## src/rtl/vector_execute_stage_pkg.sv

```systemverilog
// Shared definitions for the vector execute stage: opcode encoding and flag bit positions.
package vector_execute_stage_pkg;

    typedef enum logic [2:0] {
        OP_MOV  = 3'b000,
        OP_XOR  = 3'b001,
        OP_ADD  = 3'b010,
        OP_SUB  = 3'b011,
        OP_MUL  = 3'b100,
        OP_SHR  = 3'b101,
        OP_SHL  = 3'b110,
        OP_PASS = 3'b111
    } opcode_e;

    localparam int unsigned FLAG_Z = 1;
    localparam int unsigned FLAG_N = 0;

endpackage

```

## src/rtl/vector_lane_alu.sv

```systemverilog
// Single-lane combinational ALU of the vector execute stage.
// EXEC_SATURATE_EN selects saturating ADD/SUB instead of modulo wrap.
module vector_lane_alu
    import vector_execute_stage_pkg::*;
#(
    parameter int registerSize = 8
) (
    input  opcode_e                 op,
    input  logic [registerSize-1:0] a,
    input  logic [registerSize-1:0] b,
    output logic [registerSize-1:0] result
);

    localparam int SHW = (registerSize > 1) ? $clog2(registerSize) : 1;

    logic [SHW-1:0]          shamt;
    logic [registerSize-1:0] prod;

`ifdef EXEC_SATURATE_EN
    // Extra bit holds the carry/borrow used for clamping.
    logic [registerSize:0] sum;
    logic [registerSize:0] diff;
    assign sum  = {1'b0, a} + {1'b0, b};
    assign diff = {1'b0, a} - {1'b0, b};
`else
    logic [registerSize-1:0] sum;
    logic [registerSize-1:0] diff;
    assign sum  = a + b;
    assign diff = a - b;
`endif

    assign prod  = a * b;
    assign shamt = b[SHW-1:0];

    always_comb begin
        result = '0;
        case (op)
            OP_MOV:  result = b;
            OP_XOR:  result = a ^ b;
`ifdef EXEC_SATURATE_EN
            OP_ADD:  result = sum[registerSize]  ? '1 : sum[registerSize-1:0];
            OP_SUB:  result = diff[registerSize] ? '0 : diff[registerSize-1:0];
`else
            OP_ADD:  result = sum;
            OP_SUB:  result = diff;
`endif
            OP_MUL:  result = prod;
            OP_SHR:  result = a >> shamt;
            OP_SHL:  result = a << shamt;
            OP_PASS: result = a;
            default: result = '0;
        endcase
    end

endmodule

```

## src/rtl/vector_execute_stage.sv

```systemverilog
// Execute stage of the vector ASIP: per-lane ALU plus registered N/Z branch flags.
// Optional macro EXEC_SATURATE_EN makes ADD/SUB saturate (handled in vector_lane_alu).
module vector_execute_stage
    import vector_execute_stage_pkg::*;
#(
    parameter int vectorSize   = 4,
    parameter int registerSize = 8
) (
    input  logic                               clk,
    input  logic                               reset,
    input  logic [2:0]                         ExecuteOp,
    input  logic                               PCWrEn,
    input  logic                               overwriteFlags,
    input  logic [vectorSize*registerSize-1:0] vect1,
    input  logic [vectorSize*registerSize-1:0] vect2,
    output logic [vectorSize*registerSize-1:0] vect_out,
    output logic [1:0]                         NZ_flags
);

    opcode_e               op;
    logic [vectorSize-1:0] lane_msb;
    logic                  flag_z;
    logic                  flag_n;
    logic                  flag_we;

    assign op = opcode_e'(ExecuteOp);

    for (genvar i = 0; i < vectorSize; i++) begin : g_lane
        vector_lane_alu #(
            .registerSize(registerSize)
        ) u_alu (
            .op    (op),
            .a     (vect1[i*registerSize +: registerSize]),
            .b     (vect2[i*registerSize +: registerSize]),
            .result(vect_out[i*registerSize +: registerSize])
        );
        assign lane_msb[i] = vect_out[i*registerSize + registerSize - 1];
    end

    // An all-zero result has no MSB set, so N and Z are mutually exclusive by construction.
    assign flag_z  = ~|vect_out;
    assign flag_n  = |lane_msb;
    assign flag_we = overwriteFlags & ~PCWrEn;

    always_ff @(posedge clk or negedge reset) begin
        if (!reset) begin
            NZ_flags <= '0;
        end else if (flag_we) begin
            NZ_flags[FLAG_Z] <= flag_z;
            NZ_flags[FLAG_N] <= flag_n;
        end
    end

endmodule

```

## config.mk

```make
export PLATFORM = sky130hd
export DESIGN_NAME = vector_execute_stage
export DESIGN_NICKNAME = d
export VERILOG_FILES = /design/src/rtl/vector_execute_stage_pkg.sv /design/src/rtl/vector_lane_alu.sv /design/src/rtl/vector_execute_stage.sv
export SDC_FILE = /design/constraint.sdc
export NUM_CORES = 1
export LEC_CHECK = 0
export ABC_CLOCK_PERIOD_IN_PS = 6500
export BUFFER_PORTS_ARGS = -buffer_cell sky130_fd_sc_hd__buf_2
export CORE_MARGIN = 4
export CORE_UTILIZATION = 40
export DETAILED_ROUTE_END_ITERATION = 12
export PLACE_DENSITY = 0.63
export SYNTH_ARGS = -nofsm -noshare
export SYNTH_HDL_FRONTEND = slang
export SYNTH_SLANG_ARGS = --single-unit
```

## constraint.sdc

```tcl
create_clock -name clk -period 6.5 [get_ports clk]
set_input_delay 0.325 -clock clk [delete_from_list [all_inputs] [get_ports clk]]
set_output_delay 0.325 -clock clk [all_outputs]
set_load 0.05 [all_outputs]
```

Word-level counts from Yosys, hierarchy flattened
Cells that the tools add are included.
Storage, ports and cells
  register bits: 2
  input port bits: 71
  output and inout bits: 34
  word-level logic and storage cells: 42
Operators by class
  add/subtract/negate cells: 8
  multiply operators: 4
  equality and inequality tests: 7
  shift operators: 8
  multiplexer cells: 4
  bitwise logic cells: 6
  reduce and logical (&&, ||, !) cells: 4
Operator list (count)
  8-bit case mux with 8 select lines: 4
  8-bit adder: 4
  8-bit by 8-bit multiplier with 8-bit output: 4
  32-bit OR reduction: 1
  8-bit by 3-bit << shifter with 8-bit output: 4
  8-bit by 3-bit >> shifter with 8-bit output: 4
  8-bit subtractor: 4
  8-bit bitwise XOR: 4
  3-bit == test (second input constant): 4
  3-bit by 2-bit == test with 1-bit output (second input constant): 2
  4-bit OR reduction: 1
  3-bit by 1-bit == test with 1-bit output (second input constant): 1
  3-bit logical NOT: 1
  1-bit bitwise AND: 1
  1-bit logical NOT: 1
  1-bit inverter: 1

Longest topological paths before layout
  word-level depth: 4
  depth in mapped cells: 20
  mapped depth without buffers: 18

By module
A second synthesis with hierarchy kept.
Second synthesis, totals
  cell total of the unflattened synthesis: 1251
  area total of the unflattened synthesis: 9469.1 um2
By module, submodules not included
  vector_lane_alu at g_lane[2].u_alu ...: times used 2, cells an instance 300, area an instance 2273.4 um2, sequential area each 0.0 um2
  vector_lane_alu at g_lane[1].u_alu: times used 1, cells an instance 316, area an instance 2391.0 um2, sequential area each 0.0 um2
  vector_lane_alu at g_lane[0].u_alu: times used 1, cells an instance 318, area an instance 2381.0 um2, sequential area each 0.0 um2
  vector_execute_stage: times used 1, cells an instance 17, area an instance 150.1 um2, sequential area each 50.0 um2

Least setup slack after synthesis
Ideal clock, no wire load.
  path type: input port to flip-flop
  start point: in vect2[10]
  end point: reg NZ_flags[1]
  library setup time: 0.068 ns
  arrival: 5.309 ns
  data required time: 6.432 ns
  slack: 1.122 ns
  cell stages on the path: 19
  path buffers: 3
  cells stage by stage: clkbuf_1 -> clkbuf_1 -> clkbuf_1 -> nand2_1 -> fa_1 -> fa_1 -> inv_1 -> fa_1 -> inv_1 -> fa_1 -> inv_1 -> ha_1 -> and2_1 -> mux2i_1 -> o221ai_1 -> o32a_1 -> or4_4 -> nor4_2 -> a32o_1
Between the ends
  longest elaborated chain between the ends: 4
  elaborated cells between the ends (all ways): 9
  classes of those cells: 2 x add/sub; 1 x mul; 2 x shift; 1 x mux; 1 x bitwise; 2 x reduce/logical
RTL lines
  start: declaration: line vector_execute_stage.sv:15  | input logic [vectorSize*registerSize-1:0] vect2,
  8-bit by 8-bit multiplier with 8-bit output, or another cell as far along: line vector_lane_alu.sv:32  | assign prod = a * b;
  8-bit case mux with 8 select lines (*): line vector_lane_alu.sv:37  | case (op)
  named net vect_out[14]: line vector_execute_stage.sv:16  | output logic [vectorSize*registerSize-1:0] vect_out,
  32-bit OR reduction (*): line vector_execute_stage.sv:41  | assign flag_z = ~|vect_out;
  1-bit logical NOT (*): line vector_execute_stage.sv:41
  end signal: indexed assignment: line vector_execute_stage.sv:49  | NZ_flags[FLAG_Z] <= flag_z;
  end signal: indexed assignment: line vector_execute_stage.sv:50  | NZ_flags[FLAG_N] <= flag_n;
  end: declaration: line vector_execute_stage.sv:17  | output logic [1:0] NZ_flags
Mark *: on every way through the listed nets, which the timed path passes. The rest lies on a longest branch.
A chain may end at the register's enable or synchronous reset.

Worst setup path after layout
  start point: in vect2[2]
  end point: out vect_out[7]
Between the ends
  longest elaborated chain between the ends: 2
  elaborated cells between the ends (all ways): 6
  classes of those cells: 2 x add/sub; 1 x mul; 2 x shift; 1 x mux
RTL lines (line)
  8-bit by 8-bit multiplier with 8-bit output, or another cell as far along: vector_lane_alu.sv:32
  8-bit case mux with 8 select lines (*): vector_lane_alu.sv:37
  end: declaration: vector_execute_stage.sv:16
Every way passes the cells marked *; elsewhere a longest branch is shown, timed or not.

==> run summary <==
The run finished with clean final reports. Along the worst path, the maximum fanout reaches 23. The analysis attributes to cell leakage a power of 4.53 nW.

The logic depth of the worst register-to-register path is 1. Measured along the x axis, the die boundary spans 160 um. Ranked by instance count, the synthesized netlist is headed by inv_1 (130), ha_1 (116), nand2_1 (107). The multi-input combinational cell area is 8260 um^2. Together, buffers and inverters on the worst path number 5. The logs give 1 for the H-tree depth reported by CTS and 51,700 um for the global-route wire length before repair.

The fraction of registers with async set/reset works out to 100%. The launch point of the worst reg-to-reg path is NZ_flags[1]. The global router's overall resource usage was 24.5%.

For this run, the top clock speed supported by timing is 193 MHz. Detailed routing inserted a total of 9,438 vias. In the post-synthesis netlist, the biggest area contributors are ha_1 (16%), fa_1 (11%), xnor2_1 (7.0%).

The initial utilization of the core area, before any placement, comes to 40.8%. The number of different library cells in the post-synthesis netlist came out at 73. The tools report the placed cell count as 1,536.

Kind of cell adding the most delay to the critical path: adder cells. The sequential share of the synthesized area came out at 0.541%. For the worst setup path, the data required time is 6.17 ns. After layout, the minimum clock period comes to 5.19 ns. The register with the most flip-flops in the layout has 2 of them. The terminus of the critical flop-to-flop path is NZ_flags[1]. The tools report the routability congestion estimate from global placement as 0.928. The most used flip-flop cell after synthesis was dfrtp_1. In the routed design, unresolved DRC markers number 0. Across the VDD grid, the largest voltage drop is 0.0967 mV.

The number of hold-slack violations in the final timing report is 0, and the post-route core utilization is 43.2%. After filler insertion, the fill cell instance count of the layout stands at 2,343. The run gives 1.15 ns as the pre-CTS setup slack. Setup repair after global routing left no endpoint under its margin. In this run, post-CTS repair resized a total of 0 instances. The vias per cell was 6.13; the number of placed I/O pins was 105.

The setup check on the worst reg-to-reg path leaves a slack of 5.73 ns. The run gives 9,151 as the via count of the first global-routing pass. The post-route netlist has 11.7% of its cells at a drive strength greater than 1. The path class of the tightest hold or removal check is input port to asynchronous set/reset pin. From bottom edge to top edge, the die measures 160 um. The count of nets left with antenna violations once routing finished came out at 0. The post-synthesis sequential element count works out to 2.

Among all cell types in the netlist, the one instantiated most often is inv_1. The register with the most flip-flops was NZ_flags. The repair_antennas step left the layout with diodes totalling 0. Clock tree synthesis found a total of 2 sinks. The floorplan step defined a die boundary enclosing 25,600 um^2. Across the run, the number of max-cap violations was 0.

In the final layout, the registers with the most flip-flops are NZ_flags x2. Once layout is complete, the cells apart from fillers number 1,540. Compared with the post-synthesis result, the final layout area differs by 6.03%.

The worst relative slew slack is 27.8%. In the final layout, flip-flops and latches occupy 50.0 um^2. The latest clock arrival within the worst-skew pair is 0.23 ns, and the final net count is 1,496. The tools report the initial antenna violation count as 0. The synthesized design spends more area on one cell type than any other, namely ha_1. In the final routed layout, each cell accounts on average for 21.0 um.

Entering global routing, the biggest net connects 46 pins. The clock passes through at most 2 buffers. After layout, the design draws a total of 1.45 mW. The synthesized netlist occupies a cell area of 9260 um^2. The total area inside the core boundary comes to 22,700 um^2. Final max-slew violation count: 0. The final critical path takes up 79.8% of the cycle. The total negative slack is 0 ns. The power per unit of standard cell area was 147 nW/um^2.

The worst setup path is launched from an input port. The sort of element at the end of the critical path was an output pin. The synthesized area per cell is 7.44 um^2. TritonCTS built the clock tree.

Class of the most critical setup path: input port to output pin. In this run the tool buffered the top-level ports with 104 buffer cells. The logs give 4.86 ns for the worst endpoint data arrival time and 0 for the remaining global-route overflow. After layout, the worst setup slack is 1.31 ns.

The number of nets handed over by synthesis was 1,484. The first-pass detailed-route iteration total came out at 6. By instance count, the cell type seen most on the critical path is fa_1. In this design, the stage delay of the slowest critical-path cell is 0.52 ns. TritonCTS created 3 clock buffers. The slew of the pin with the lowest slew margin was 1.08 ns; the share of the synthesized area in the top cell type was 15.7%. Critical path startpoint: vect2[2]. Walking the worst path, the cells encountered are buf_2 -> clkinv_1 -> nor2_1 -> ha_1 -> fa_1 -> ha_1 -> inv_1 -> fa_1 -> inv_1 -> fa_1 -> a21o_1 -> a21oi_1 -> xnor3_1 -> xnor3_1 -> nand3_1 -> o221ai_1 -> buf_2. The clock arrives with 0 ns of skew. The run gives 0 as the buffers inserted during post-CTS setup optimization. The routed wire length came out at 32,400 um. Yosys mapped a number of flops with a built-in enable equal to 0. After floorplanning, the core was divided into 55 placement rows. After the first detailed-routing iteration, the DRC count stood at 1,234. The synthesized instance count is 1,245.

The root buffer cell chosen for the clock tree is clkbuf_16. The detailed placer's ending HPWL is 23,900 um. The run gives 0 as the final setup violation count. For this design, the slowest cell found on the critical path is fa_1. During synthesis, Yosys emitted a total of 0 warnings. After clock tree synthesis, the clock-pin slew on the worst setup and hold paths is 0.03 ns.
cell usage in the layout, fill, tap and decap left out, types with 6 or more instances in the layout:
cell type / synthesis / final
inv_1: 130 / 130
ha_1: 116 / 116
nand2_1: 107 / 107
buf_2: 29 / 104
nor2_1: 82 / 82
a21oi_1: 79 / 79
xnor2_1: 74 / 74
o21ai_0: 52 / 52
fa_1: 52 / 52
and2_1: 47 / 47
mux2i_1: 32 / 32
nand2b_1: 30 / 30
nand3_1: 23 / 23
nor3_1: 22 / 22
xor2_1: 22 / 22
mux4_2: 21 / 21
a21o_1: 20 / 20
a211oi_1: 17 / 17
a31oi_1: 15 / 15
nor2b_1: 14 / 14
a221oi_1: 13 / 13
o211ai_1: 11 / 11
nor4_1: 10 / 10
nand3b_1: 9 / 9
and3_1: 9 / 9
o221ai_1: 8 / 8
xnor3_1: 8 / 8
o32a_1: 7 / 7
nor3b_1: 7 / 7
nand4_1: 7 / 7
o2111ai_1: 6 / 6
kinds of logic after synthesis:
family,count (synthesis),synth area share (%)
adders and majority gates,168,26.9
and+or+nand+nor,387,21.0
xor gates and xnor gates,104,11.0
buffers and inverters,239,10.3
DFF,2,0.541
AOI/OAI and AO/OA,286,20.6
muxes,59,9.62
worst max path at each step:
stage	end	slack (ns)	cells past startpoint
floorplan	NZ_flags[1]	1.12	19
global placement	NZ_flags[1]	1.22	18
detailed placement	NZ_flags[1]	1.15	18
CTS	vect_out[7]	1.32	17
global route	vect_out[7]	1.10	17
finish	vect_out[7]	1.31	17
stage by stage:
stage	hold slack, ns	cell area [um^2]
2_1_floorplan	0.0294	9260
3_3_place_gp	0.137	9730
3_5_place_dp	0.136	9730
4_1_cts	0.449	9820
5_1_grt	0.471	9820
6_report	0.447	9820
final cells by class:
cell class                 instances  area share, %
multi-input combinational       1004           84.1
timing repair buffer             110           5.79
inverter                         136           5.20
tap                              285           3.63
clock buffer                       3          0.765
sequential                         2          0.510
routing by layer:
layer  share of wire [%]  track usage (%)
met5                   0                0
met2                  44             38.5
met4                 2.6             5.79
met1                  44             35.3
met3                 9.2             3.97
report_power, final:
group / internal [mW] / switching, mW / leakage, nW / total (mW)
Sequential: 0.0140 / 0.00198 / 0.0234 / 0.0160
Combinational: 0.524 / 0.811 / 4.47 / 1.33
Clock: 0.0787 / 0.0188 / 0.0370 / 0.0975
Total: 0.616 / 0.832 / 4.53 / 1.45
what timing repair did:
| action | 4_1_cts | 5_1_grt |
|---|---|---|
| hold buffers | 1 | 0 |
| hold endpoints to repair | 2 | 0 |
| setup endpoints to repair | 0 | 0 |
No activity file was read; power rests on OpenSTA's default activity.
